`src/rtl/usb_std_request_ctrl.sv`:
```
// ============================================================================
// usb_std_request_ctrl : EP0 standard-request decoder, IN byte streamer and
//                        device-state holder (address, configuration, alts).
// Revision 2.0
// ============================================================================
`default_nettype none

module usb_std_request_ctrl #(
  parameter logic [143:0] DEVICE_DESC = '0,
  parameter int CONFIG_DESC_LEN = 18,
  parameter logic [8*CONFIG_DESC_LEN-1:0] CONFIG_DESC =
    144'h000000_FF_000000_04_09_32_80_00_01_01_00_12_02_09,
  parameter int STR_COUNT = 0,
  parameter int STR_DESC_LEN = 0,
  parameter logic [8*((STR_DESC_LEN > 0) ? STR_DESC_LEN : 1)-1:0] STR_DESC = '0,
  parameter logic [16*((STR_COUNT > 0) ? STR_COUNT : 1)-1:0] STR_OFFSETS = '0,
  parameter int NUM_IFACES = 1,
  parameter int MAX_ALT = 0,
  parameter logic [7:0] CONFIG_VALUE = 8'h01,
  parameter bit SELF_POWERED = 1'b1,
  parameter bit HIGH_SPEED = 1'b1
) (
  input  logic                    clock,
  input  logic                    reset_n,
  input  logic [3:0]              ctl_xfer_endpoint,
  input  logic [7:0]              ctl_xfer_type,
  input  logic [7:0]              ctl_xfer_request,
  input  logic [15:0]             ctl_xfer_value,
  input  logic [15:0]             ctl_xfer_index,
  input  logic [15:0]             ctl_xfer_length,
  input  logic                    ctl_xfer_req_i,
  output logic                    ctl_xfer_gnt_o,
  output logic                    ctl_xfer_stall_o,
  output logic                    ctl_tvalid_o,
  input  logic                    ctl_tready_i,
  output logic                    ctl_tlast_o,
  output logic [7:0]              ctl_tdata_o,
  output logic [6:0]              device_address,
  output logic [7:0]              current_configuration,
  output logic                    configured,
  output logic [4*NUM_IFACES-1:0] alt_settings_o,
  output logic                    remote_wakeup_o,
  output logic                    standard_request
);

  localparam int STR_BYTES = (STR_DESC_LEN > 0) ? STR_DESC_LEN : 1;
  localparam int STR_SLOTS = (STR_COUNT > 0) ? STR_COUNT : 1;

  localparam logic [7:0] REQ_GET_STATUS    = 8'd0;
  localparam logic [7:0] REQ_CLEAR_FEATURE = 8'd1;
  localparam logic [7:0] REQ_SET_FEATURE   = 8'd3;
  localparam logic [7:0] REQ_SET_ADDRESS   = 8'd5;
  localparam logic [7:0] REQ_GET_DESC      = 8'd6;
  localparam logic [7:0] REQ_GET_CONFIG    = 8'd8;
  localparam logic [7:0] REQ_SET_CONFIG    = 8'd9;
  localparam logic [7:0] REQ_GET_IFACE     = 8'd10;
  localparam logic [7:0] REQ_SET_IFACE     = 8'd11;

  typedef enum logic [1:0] {IDLE = 2'd0, SEND = 2'd1, HOLD = 2'd2, REJECT = 2'd3} state_t;
  typedef enum logic [2:0] {SRC_DEV = 3'd0, SRC_CFG = 3'd1, SRC_STR = 3'd2,
                            SRC_QUAL = 3'd3, SRC_IMM = 3'd4} src_t;
  typedef enum logic [2:0] {ACT_NONE = 3'd0, ACT_ADDR = 3'd1, ACT_CONFIG = 3'd2,
                            ACT_IFACE = 3'd3, ACT_WAKE = 3'd4} act_t;

  function automatic logic [7:0] dev_byte(input logic [15:0] i);
    dev_byte = 8'h00;
    for (int k = 0; k < 18; k++)
      if (i == 16'(k)) dev_byte = DEVICE_DESC[8*k +: 8];
  endfunction

  function automatic logic [7:0] cfg_byte(input logic [15:0] i);
    cfg_byte = 8'h00;
    for (int k = 0; k < CONFIG_DESC_LEN; k++)
      if (i == 16'(k)) cfg_byte = CONFIG_DESC[8*k +: 8];
  endfunction

  function automatic logic [7:0] str_byte(input logic [15:0] i);
    str_byte = 8'h00;
    for (int k = 0; k < STR_BYTES; k++)
      if (i == 16'(k)) str_byte = STR_DESC[8*k +: 8];
  endfunction

  function automatic logic [15:0] str_off(input logic [7:0] n);
    str_off = 16'h0000;
    for (int k = 0; k < STR_SLOTS; k++)
      if (n == 8'(k)) str_off = STR_OFFSETS[16*k +: 16];
  endfunction

  // Device qualifier is synthesised from the device descriptor's bcdUSB/class fields.
  function automatic logic [7:0] qual_byte(input logic [15:0] i);
    case (i)
      16'd0:   qual_byte = 8'd10;
      16'd1:   qual_byte = 8'd6;
      16'd2:   qual_byte = DEVICE_DESC[23:16];
      16'd3:   qual_byte = DEVICE_DESC[31:24];
      16'd4:   qual_byte = DEVICE_DESC[39:32];
      16'd5:   qual_byte = DEVICE_DESC[47:40];
      16'd6:   qual_byte = DEVICE_DESC[55:48];
      16'd7:   qual_byte = DEVICE_DESC[63:56];
      16'd8:   qual_byte = 8'd1;
      default: qual_byte = 8'd0;
    endcase
  endfunction

  state_t      state, state_next, dec_state;
  src_t        src, dec_src;
  act_t        act, dec_act;
  logic [15:0] base, dec_base, len, dec_len, dec_srclen, ptr, imm, dec_imm;
  logic [7:0]  act_val, dec_val, act_idx, dec_idx;
  logic [15:0] str_base;
  logic        str_ok, iface_ok, start, handshake, last_beat;
  logic [3:0]  alt_sel;

  assign standard_request = (ctl_xfer_endpoint == 4'd0) && (ctl_xfer_type[6:5] == 2'b00);
  assign start     = (state == IDLE) && ctl_xfer_req_i && standard_request;
  assign handshake = (state == SEND) && ctl_tready_i;
  assign last_beat = (ptr == len - 16'd1);
  assign str_base  = str_off(ctl_xfer_value[7:0]);
  assign str_ok    = ({8'h00, ctl_xfer_value[7:0]} + 16'd1) <= 16'(STR_COUNT);
  assign iface_ok  = ctl_xfer_index < 16'(NUM_IFACES);

  always_comb begin
    alt_sel = 4'h0;
    for (int k = 0; k < NUM_IFACES; k++)
      if (ctl_xfer_index[7:0] == 8'(k)) alt_sel = alt_settings_o[4*k +: 4];
  end

  always_comb begin
    dec_state  = REJECT;
    dec_src    = SRC_IMM;
    dec_base   = 16'h0000;
    dec_srclen = 16'h0000;
    dec_imm    = 16'h0000;
    dec_act    = ACT_NONE;
    dec_val    = 8'h00;
    dec_idx    = 8'h00;
    case (ctl_xfer_request)
      REQ_GET_DESC: if (ctl_xfer_type == 8'h80) begin
        case (ctl_xfer_value[15:8])
          8'd1: begin dec_state = SEND; dec_src = SRC_DEV; dec_srclen = 16'd18; end
          8'd2: begin dec_state = SEND; dec_src = SRC_CFG; dec_srclen = 16'(CONFIG_DESC_LEN); end
          8'd3: if (str_ok) begin
            dec_state  = SEND;
            dec_src    = SRC_STR;
            dec_base   = str_base;
            dec_srclen = {8'h00, str_byte(str_base)};
          end
          8'd6: if (HIGH_SPEED) begin dec_state = SEND; dec_src = SRC_QUAL; dec_srclen = 16'd10; end
          default: ;
        endcase
      end
      REQ_GET_STATUS: begin
        dec_srclen = 16'd2;
        if (ctl_xfer_type == 8'h80) begin
          dec_state = SEND;
          dec_imm   = {8'h00, 6'b0, remote_wakeup_o, SELF_POWERED};
        end else if ((ctl_xfer_type == 8'h81 && iface_ok) ||
                     (ctl_xfer_type == 8'h82 && ctl_xfer_index[3:0] == 4'd0)) begin
          dec_state = SEND;
        end
      end
      REQ_GET_CONFIG: if (ctl_xfer_type == 8'h80) begin
        dec_state = SEND; dec_srclen = 16'd1; dec_imm = {8'h00, current_configuration};
      end
      REQ_GET_IFACE: if (ctl_xfer_type == 8'h81 && configured && iface_ok) begin
        dec_state = SEND; dec_srclen = 16'd1; dec_imm = {12'h000, alt_sel};
      end
      REQ_SET_ADDRESS: if (ctl_xfer_type == 8'h00 && ctl_xfer_value <= 16'd127 && !configured) begin
        dec_state = HOLD; dec_act = ACT_ADDR; dec_val = ctl_xfer_value[7:0];
      end
      REQ_SET_CONFIG: if (ctl_xfer_type == 8'h00 &&
                          (ctl_xfer_value[7:0] == 8'h00 || ctl_xfer_value[7:0] == CONFIG_VALUE)) begin
        dec_state = HOLD; dec_act = ACT_CONFIG; dec_val = ctl_xfer_value[7:0];
      end
      REQ_SET_IFACE: if (ctl_xfer_type == 8'h01 && configured && iface_ok &&
                         ctl_xfer_value <= 16'(MAX_ALT)) begin
        dec_state = HOLD; dec_act = ACT_IFACE;
        dec_val = ctl_xfer_value[7:0]; dec_idx = ctl_xfer_index[7:0];
      end
      REQ_SET_FEATURE, REQ_CLEAR_FEATURE: begin
        if (ctl_xfer_type == 8'h00 && ctl_xfer_value == 16'd1) begin
          dec_state = HOLD; dec_act = ACT_WAKE;
          dec_val = {7'b0, ctl_xfer_request == REQ_SET_FEATURE};
        end else if (ctl_xfer_type == 8'h02 && ctl_xfer_value == 16'd0 &&
                     ctl_xfer_index[3:0] == 4'd0) begin
          dec_state = HOLD;  // EP0 halt is accepted but has no effect
        end
      end
      default: ;
    endcase
    dec_len = (ctl_xfer_length < dec_srclen) ? ctl_xfer_length : dec_srclen;
    if (dec_state == SEND && dec_len == 16'd0) dec_state = HOLD;
  end

  always_comb begin
    state_next = state;
    case (state)
      IDLE:    if (ctl_xfer_req_i && standard_request) state_next = dec_state;
      SEND:    if (!ctl_xfer_req_i) state_next = IDLE;
               else if (handshake && last_beat) state_next = HOLD;
      default: if (!ctl_xfer_req_i) state_next = IDLE;
    endcase
  end

  always_comb begin
    case (src)
      SRC_DEV:  ctl_tdata_o = dev_byte(ptr);
      SRC_CFG:  ctl_tdata_o = cfg_byte(ptr);
      SRC_STR:  ctl_tdata_o = str_byte(base + ptr);
      SRC_QUAL: ctl_tdata_o = qual_byte(ptr);
      default:  ctl_tdata_o = (ptr == 16'd0) ? imm[7:0] : imm[15:8];
    endcase
  end

  assign ctl_xfer_gnt_o   = (state == SEND) || (state == HOLD);
  assign ctl_xfer_stall_o = (state == REJECT);
  assign ctl_tvalid_o     = (state == SEND);
  assign ctl_tlast_o      = (state == SEND) && last_beat;

  always_ff @(posedge clock or negedge reset_n) begin
    if (!reset_n) begin
      state                 <= IDLE;
      src                   <= SRC_IMM;
      act                   <= ACT_NONE;
      base                  <= '0;
      len                   <= '0;
      ptr                   <= '0;
      imm                   <= '0;
      act_val               <= '0;
      act_idx               <= '0;
      device_address        <= '0;
      current_configuration <= '0;
      configured            <= 1'b0;
      alt_settings_o        <= '0;
      remote_wakeup_o       <= 1'b0;
    end else begin
      state <= state_next;
      if (start) begin
        src     <= dec_src;
        base    <= dec_base;
        len     <= dec_len;
        imm     <= dec_imm;
        act     <= dec_act;
        act_val <= dec_val;
        act_idx <= dec_idx;
        ptr     <= '0;
      end else if (handshake) begin
        ptr <= ptr + 16'd1;
      end
      // SET_* side effects land only once the status stage completes.
      if (state == HOLD && !ctl_xfer_req_i) begin
        case (act)
          ACT_ADDR:   device_address <= act_val[6:0];
          ACT_CONFIG: begin
            configured            <= (act_val != 8'h00);
            current_configuration <= act_val;
            alt_settings_o        <= '0;
          end
          ACT_IFACE:
            for (int k = 0; k < NUM_IFACES; k++)
              if (act_idx == 8'(k)) alt_settings_o[4*k +: 4] <= act_val[3:0];
          ACT_WAKE:   remote_wakeup_o <= act_val[0];
          default: ;
        endcase
      end
    end
  end

endmodule

`default_nettype wire

```
`config.mk`:
```
export PLATFORM = sky130hd
export DESIGN_NAME = usb_std_request_ctrl
export DESIGN_NICKNAME = d
export VERILOG_FILES = /design/src/rtl/usb_std_request_ctrl.sv
export SDC_FILE = /design/constraint.sdc
export NUM_CORES = 1
export LEC_CHECK = 0
export CELL_PAD_IN_SITES_DETAIL_PLACEMENT = 1
export CELL_PAD_IN_SITES_GLOBAL_PLACEMENT = 2
export CORE_AREA = 2 2 157 113
export DETAILED_ROUTE_END_ITERATION = 8
export DIE_AREA = 0 0 159 115
export GPL_TIMING_DRIVEN = 0
export HOLD_SLACK_MARGIN = 0.05
export PLACE_DENSITY_LB_ADDON = 0.1
export SYNTH_ARGS = -nofsm -noshare
export SYNTH_HDL_FRONTEND = slang
export SYNTH_SLANG_ARGS = --single-unit
```
`constraint.sdc`:
```
create_clock -name clock -period 3.7 [get_ports clock]
set_clock_uncertainty 0.15 [all_clocks]
set_input_delay 0.555 -clock clock [delete_from_list [all_inputs] [get_ports clock]]
set_output_delay 0.555 -clock clock [all_outputs]
set_load 0.01 [all_outputs]
```
==> results.md, run 1 <==
* Fillers at approximately 2000
* Fin. Hold Viols at 0
* Share of total power in sequential cells at about two fifths
* Yosys top cell area share at 41.3%
* Iteration-0 DRC Markers at just under 300
* Slew margin rel. at between 40 and 50%
* Placed Instances at 900
* Post-synth top cells: 84 x dfrtp_1, 66 x nand2_1, 52 x nor2_1
* P_int at 1890 uW
* Ys flop type: dfrtp_1
* Die width at about 160 um
* Post-synthesis sequential area ratio at between 40% and 50%
* Total number of vias at slightly above 5000
* Area delta synth->final at 44.6%
* Data required, critical path at around 3.8 ns
* WS Path Type: in2reg
* RSZ-0062 raised after global routing: yes
* Ranking of synthesized cells by area: dfrtp_1 41%, nand2_1 4.9%, nor2_1 3.8%
* Fmax achieved at ~0.25 GHz
* Ports at roughly 110
* Clk Latency, worst-skew pair at around 0.34 ns
* FF+latch area at about 0.0021 mm2
* IO buf count at ~100
* Die ar. at 0.0183 mm2
* Worst Path Buf+Inv at 3
* # nets final at ~810
* CTS max path bufs at 2
* Status: finished with violations
* Clk pwr share at approximately 33%
* Post-Syn Area at 0.00509 mm2
* Routed vias/inst at 5.24
* Worst-Margin Slew at 0.854 ns
* Final wirelength at 18600 um
* Switching Share at between 30% and 40%
* Num CTS Buffers at 9
* Tmin final at 4.01 ns
* Drt drc at 0
* CTS tree: done
* MaxCap Viol Count at 0
* Largest net degree at the start of global routing at 59
* Drt wl/cell at 19.3 um
* Die Span Y at about 120 um
* First drt pass iteration count at 4
* Most frequent cell after synthesis: dfrtp_1
* GRT overflow at 0
* Slowest stage cell, crit path: or4_4
* Root Driver: clkbuf_16
* Post-Syn Instances at roughly 560
* Critical path's top delay family: simple AND/OR/NAND/NOR gates
* RD Place Congestion at approximately 0.83
* Post-synth ARST share at 100%
* VDD IR max at between 0.2 and 0.25 mV
* Worst Hold Class: reg2reg
* Yosys reg bits at 85
* DP Wirelength at about 13000 um
* Startpoint types: input port
* Global-route wire length before repair at about 30000 um
* CP arrival at around 4 ns
* CP dominant cell by count: or4_4
* Starting Density at 30.3%
* CP Cell Sequence: buf_6, or4_4, or3b_4, or4_4, o21ai_4, inv_2, ha_4, or4_4, o31ai_4, o31a_1, buf_6, mux2_4, nand2b_4, o221a_4
* Post-Layout Cell Count at 960
* Post-synth top area cell: dfrtp_1
* Endpoint type of the worst setup path: register
* Final worst setup slack at -0.308 ns
* Synthesized net count at 648
* Failing checks: setup timing
* Setup-failing EPs final at 8
* Critical Path Fanout Max at 2
* GR Util All Layers at between 20% and 30%
* ANT nets after route at 0
* Power density over the cells at 384 mW/mm2
* CTS H-tree lvls at 3
* Post-synth cell types at 66
* Antenna Cells at 0
* Slowest cell delay on critical path at 0.56 ns
* Comb power frac at roughly 28%
* CTS clock-pin slew for the worst setup and hold paths at around 0.070 ns
* Number of global-route vias before repair at approximately 5300
* Initial antenna violation count at 0
* Pre-CTS WS at -1.08 ns
* LEAKAGE at 0.00316 uW
* # clock sinks at 85
* Proportion of layout cells with a drive suffix above 1 at 19.2%
* Post-synth EDFFs at 0
* Row count at 40
* Tcrit/Tclk final at 108%
* Footprint of the multi-input gates at around 0.003 mm2
* Core area at around 0.017 mm2
* Max Slew Vio Count at 0
* Synth warn at 0
* NetSw at 935 uW
* Mean cell area of the mapped netlist at ~9 um2
-- path summary, 6_finish.rpt --
kind / startpoint / endpoint / slack (ns) / cells after the start
setup / recovery: ctl_xfer_request[6] / state[1] / -0.31 / 14
hold / removal: act_idx[6] / act_idx[6] / 0.33 / 1
setup reg to reg: len[4] / state[0] / 0.35 / 8
hold reg to reg: act_idx[6] / act_idx[6] / 0.33 / 1
max in group asynchronous: reset_n / src[2] / 2.18 / 3
min in group asynchronous: reset_n / device_address[6] / 0.53 / 2
-- layout make-up --
type / instances / share of cell area [%]
plain buffers: 16 / 1.02
clock buffers: 10 / 3.11
clock inverters: 6 / 1.02
inverters: 20 / 1.02
multi-input cells: 440 / 41.5
flip-flops and latches: 85 / 29.0
well taps: 231 / 3.92
repair buffers: 152 / 19.4
-- cell usage in the layout, fill, tap and decap left out, drive strengths merged, types with 5 or more instances in the layout --
| master | Yosys | layout |
|---|---|---|
| a21oi | 21 | 21 |
| a22o | 9 | 9 |
| a31oi | 7 | 7 |
| and2 | 21 | 21 |
| and4 | 5 | 5 |
| buf | 4 | 56 |
| clkbuf | 15 | 22 |
| clkdlybuf4s50 | 0 | 95 |
| dfrtp | 84 | 84 |
| ha | 12 | 12 |
| inv | 20 | 24 |
| mux2 | 17 | 17 |
| mux2i | 6 | 6 |
| nand2 | 66 | 66 |
| nand2b | 6 | 6 |
| nand3 | 23 | 23 |
| nand4 | 10 | 10 |
| nor2 | 52 | 52 |
| nor2b | 5 | 5 |
| nor3 | 24 | 24 |
| nor3b | 7 | 7 |
| nor4 | 15 | 15 |
| o21ai | 30 | 30 |
| or3 | 6 | 6 |
| or4 | 14 | 14 |
| xnor2 | 19 | 19 |
| xor2 | 15 | 15 |
-- power by group through the flow --
| stage | Sequential, uW | Clock (uW) | Combinational [uW] |
|---|---|---|---|
| 2_1_floorplan | 1060 | 0 | 450 |
| 3_3_place_gp | 1090 | 0 | 714 |
| 3_5_place_dp | 1090 | 0 | 736 |
| 4_1_cts | 1080 | 972 | 789 |
| 5_1_grt | 1090 | 1010 | 891 |
| 6_report | 1080 | 942 | 803 |
-- per-stage QoR --
step           utilization, %  setup TNS (ns)  instance area [um2]  power [uW]  hold slack [ns]
5_1_grt                  43.8           -3.32                 7370        2990            0.346
4_1_cts                  43.1          -0.720                 7250        2840            0.333
6_report                 43.8           -1.47                 7370        2830            0.329
3_3_place_gp             38.5         -118.22                 6470        1800            0.311
3_5_place_dp             38.6          -11.40                 6490        1830            0.317
2_1_floorplan               -          -0.864                 5140        1510            0.109
-- cells by family after synthesis --
group	share of synthesized area [%]
multiplexers	4.94
XOR/XNOR	5.84
buffers and inverters	3.05
AO/OA/AOI/OAI	12.8
adder cells (fa/ha/maj)	2.95
flip-flops	41.8
AND/OR/NAND/NOR	28.6
-- sequential cells by signal (all words and copies together), names as in the netlist --
register	cells
act	3
act_idx	8
act_val	8
alt_settings_o	4
configured	1
current_configuration	8
device_address	7
imm	8
len	16
ptr	16
remote_wakeup_o	1
src	3
state	2
-- worst reg2reg max path, delay by kind of cell, from the launching register on --
| kind | cells | cell delay, ns |
|---|---|---|
| AOI/OAI and AO/OA | 3 | 0.84 |
| DFF | 1 | 0.49 |
| muxes | 1 | 0.32 |
| and+or+nand+nor | 4 | 1.45 |
-- repair_timing --
item                                   CTS  global route
pin swaps                               19             9
endpoints found under the hold margin   27             0
setup endpoints to repair               25            25
hold buffers                             1             0
buffers inserted                        43             7
resized for setup                       46            28
-- metal layers --
layer | vias to the layer above | global-route usage [%] | routed length (um)
met4 | 0 | 5.27 | 181
li1 | 2371 | - | -
met3 | 15 | 3.97 | 857
met1 | 2512 | 30.5 | 9580
met5 | - | 0 | 0
met2 | 128 | 31.4 | 7960
No activity file was read; power rests on OpenSTA's default activity.
==> run 2, diff against run 1 <==
SETUP_SLACK_MARGIN = 0.15   (was unset)
==> run 2 against run 1 <==
  * The run still ends with setup timing left
  * Non-clock buffer count up 11
  * Total power increased by 2.1%
  * First-iteration DRC count down 6.8%
  * Clock power grew 1%
  * Sequential share of layout area is 0.76 points lower
  * Fmax decreased by 3.0%
  * Combinational power is 5.5% higher
  * Largest power group unchanged
  * Sequential cell count unchanged
  * Global-route usage shrank 0.13 points
==> results.md, run 2 (synthesized netlist as in run 1, its figures left out) <==
* Status: finished with violations
* Failing checks: setup timing
* Ports at 106 (unchanged)
* Final worst setup slack at -0.430 ns (-0.122 ns)
* Die ar. at 0.0183 mm2 (unchanged)
* VDD IR max at 0.225 mV (+2.3%)
* RSZ-0062 raised after global routing: yes
* LEAKAGE at 0.00328 uW (+3.8%)
* Min-delay src: act_idx[6]
* Number of global-route vias before repair at 5247 (-0.63%)
* # nets final at 819 (+1.4%)
* CTS clock-pin slew for the worst setup and hold paths at 0.07 ns (about the same)
* Fillers at 1959 (+0.26%)
* Drt wl/cell at 19.6 um (+1.1%)
* Die width at 159 um (unchanged)
* Regs by FF count: len (16), ptr (16)
* Fmax achieved at 0.242 GHz (-3.0%)
* CTS max path bufs at 2 (unchanged)
* Initial antenna violation count at 0 (unchanged)
* Row count at 40 (unchanged)
* CTS H-tree lvls at 3 (unchanged)
* Antenna Cells at 0 (unchanged)
* CP dominant cell by count: buf_6
* Final core utilization at 45.0% (+1.2 points)
* Iteration-0 DRC Markers at 272 (-6.8%)
* Proportion of layout cells with a drive suffix above 1 at 21.1% (+1.9 points)
* Largest net degree at the start of global routing at 59 (unchanged)
* Worst-Margin Slew at 0.901 ns (+0.0466 ns)
* Slowest stage cell, crit path: or4_4
* GRT overflow at 0 (unchanged)
* R2r setup slk at 0.31 ns (-0.04 ns)
* MaxCap Viol Count at 0 (unchanged)
* Most common cell after layout, fill and taps aside: clkdlybuf4s50_1
* Starting Density at 30.3% (unchanged)
* Area delta synth->final at 48.6%
* GR Util met2 at 31.4% (unchanged)
* WS Path Type: in2reg
* Worst Hold Class: reg2reg
* R2R Path Start: len[4]
* R2R Path End: state[0]
* Worst Hold End: act_idx[6]
* ANT nets after route at 0 (unchanged)
* Placed Instances at 900 (unchanged)
* Tmin final at 4.13 ns (+0.122 ns)
* CP arrival at 4.21 ns (+0.12 ns)
* # clock sinks at 85 (unchanged)
* Critical Path Fanout Max at 2 (unchanged)
* Drt drc at 0 (unchanged)
* Routed vias/inst at 5.25 (+0.30%)
* Global-route wire length before repair at 29600 um (-0.85%)
* Slowest cell delay on critical path at 0.57 ns (about the same)
* Power density over the cells at 381 mW/mm2 (-0.70%)
* CP Cell Sequence: buf_6, or4_4, or3b_4, or4_4, o21ai_4, buf_6, buf_6, buf_6, buf_6, buf_6, buf_6, buf_6, buf_6, buf_6, buf_6, buf_6, buf_6, buf_6, buf_6, nor2_4, mux2_4, nand2b_4, o221a_4
* Core area at 0.0168 mm2 (unchanged)
* CTS tree: done
* GR Util met1 at 30.5% (-0.067 points)
* Post-route cell area at 0.00757 mm2 (+2.8%)
* Max Slew Vio Count at 0 (unchanged)
* Startpoint types: input port
* Endpoint type of the worst setup path: register
* Num CTS Buffers at 9 (unchanged)
* Tcrit/Tclk final at 112% (+3.3 points)
* First drt pass iteration count at 4 (unchanged)
* GR peak layer: met2
* Data required, critical path at 3.78 ns (about the same)
* Fin. Hold Viols at 0 (unchanged)
* Setup-failing EPs final at 8 (unchanged)
* Cells on worst reg2reg path at 8 (unchanged)
* Post-Layout Cell Count at 971 (+1.1%)
* Die Span Y at 115 um (unchanged)
* Pre-CTS WS at -1.08 ns (unchanged)
* DP Wirelength at 13400 um (unchanged)
* Slew margin rel. at 39.5% (-3.1 points)
* Root Driver: clkbuf_16
* Clk Latency, worst-skew pair at 0.35 ns (about the same)
* Hold path depth at 1 (unchanged)
* Total number of vias at 5099 (+1.5%)
* GR Util All Layers at 20.6% (-0.13 points)
* RD Place Congestion at 0.826 (unchanged)
* Final wirelength at 19000 um (+2.3%)
* Most frequent cells in the layout: 94 x clkdlybuf4s50_1, 76 x dfrtp_1, 66 x nand2_1, 45 x nor2_1, 32 x buf_4
* GR Util met3 at 3.79% (-0.18 points)
* DP Area at 0.00649 mm2 (unchanged)
* IO buf count at 104 (unchanged)
[run 2: cell types whose count changed in the layout (fill, tap and decap cells not counted), sizes merged]
cell | before | now
clkbuf | 22 | 24
clkdlybuf4s15 | 1 | 0
buf | 56 | 66
clkdlybuf4s50 | 95 | 94
dlymetal6s2s | 3 | 4
[run 2: worst max path at each step]
| stage | startpoint | endpoint | slack [ns] | cells after the start |
|---|---|---|---|---|
| finish | ctl_xfer_request[5] | state[1] | -0.43 | 23 |
| CTS | ctl_xfer_request[6] | state[1] | -0.25 | 14 |
| floorplan | ctl_xfer_request[5] | state[1] | -0.38 | 13 |
| global placement | reset_n | len[6] | -1.30 | 1 |
| detailed placement | ctl_xfer_request[5] | state[1] | -1.08 | 13 |
| global route | ctl_xfer_request[5] | state[1] | -0.46 | 23 |
[run 2: power breakdown]
group / internal, uW / switching, uW
logic: 394 / 454
clock network: 536 / 415
registers: 988 / 97.6
[run 2: per-layer routing]
metal | part of all wire (%) | up-vias | wire length, um
li1 | - | 2391 | -
met1 | 51 | 2567 | 9710
met2 | 43 | 119 | 8250
met3 | 4.2 | 22 | 790
met4 | 1.3 | 0 | 243
met5 | 0 | - | 0
[run 2: timing repair]
item / in CTS / in global routing
hold buffers: 1 / 0
setup buffers: 44 / 10
endpoints found under the setup margin: 25 / 24
resized for setup: 61 / 50
pin swaps: 23 / 18
endpoints found under the hold margin: 27 / 0
[run 2: area by class of cell]
type / instances / area, um2 / area share [%]
plain buffers: 19 / 90.1 / 1.19
clock buffers: 10 / 229 / 3.02
clock inverters: 6 / 75.1 / 0.991
inverters: 20 / 75.1 / 0.991
multi-input cells: 440 / 3110 / 41.0
flip-flops and latches: 85 / 2140 / 28.2
well taps: 231 / 289 / 3.82
repair buffers: 160 / 1570 / 20.7
[run 2: through the flow]
| stage | hold slack [ns] | power (uW) | TNS, ns |
|---|---|---|---|
| finish | 0.325 | 2880 | -1.92 |
| global route | 0.346 | 3030 | -3.57 |
| CTS | 0.333 | 2840 | -1.04 |
| detailed placement | 0.317 | 1830 | -11.40 |
| global placement | 0.311 | 1800 | -118.22 |
| floorplan | 0.109 | 1510 | -0.864 |
[run 2: critical path: cells and delay by family]
family	cells	cell delay, ns
AO/OA/AOI/OAI	2	0.35
buffers and inverters	15	1.30
multiplexers	1	0.28
AND/OR/NAND/NOR	5	1.69
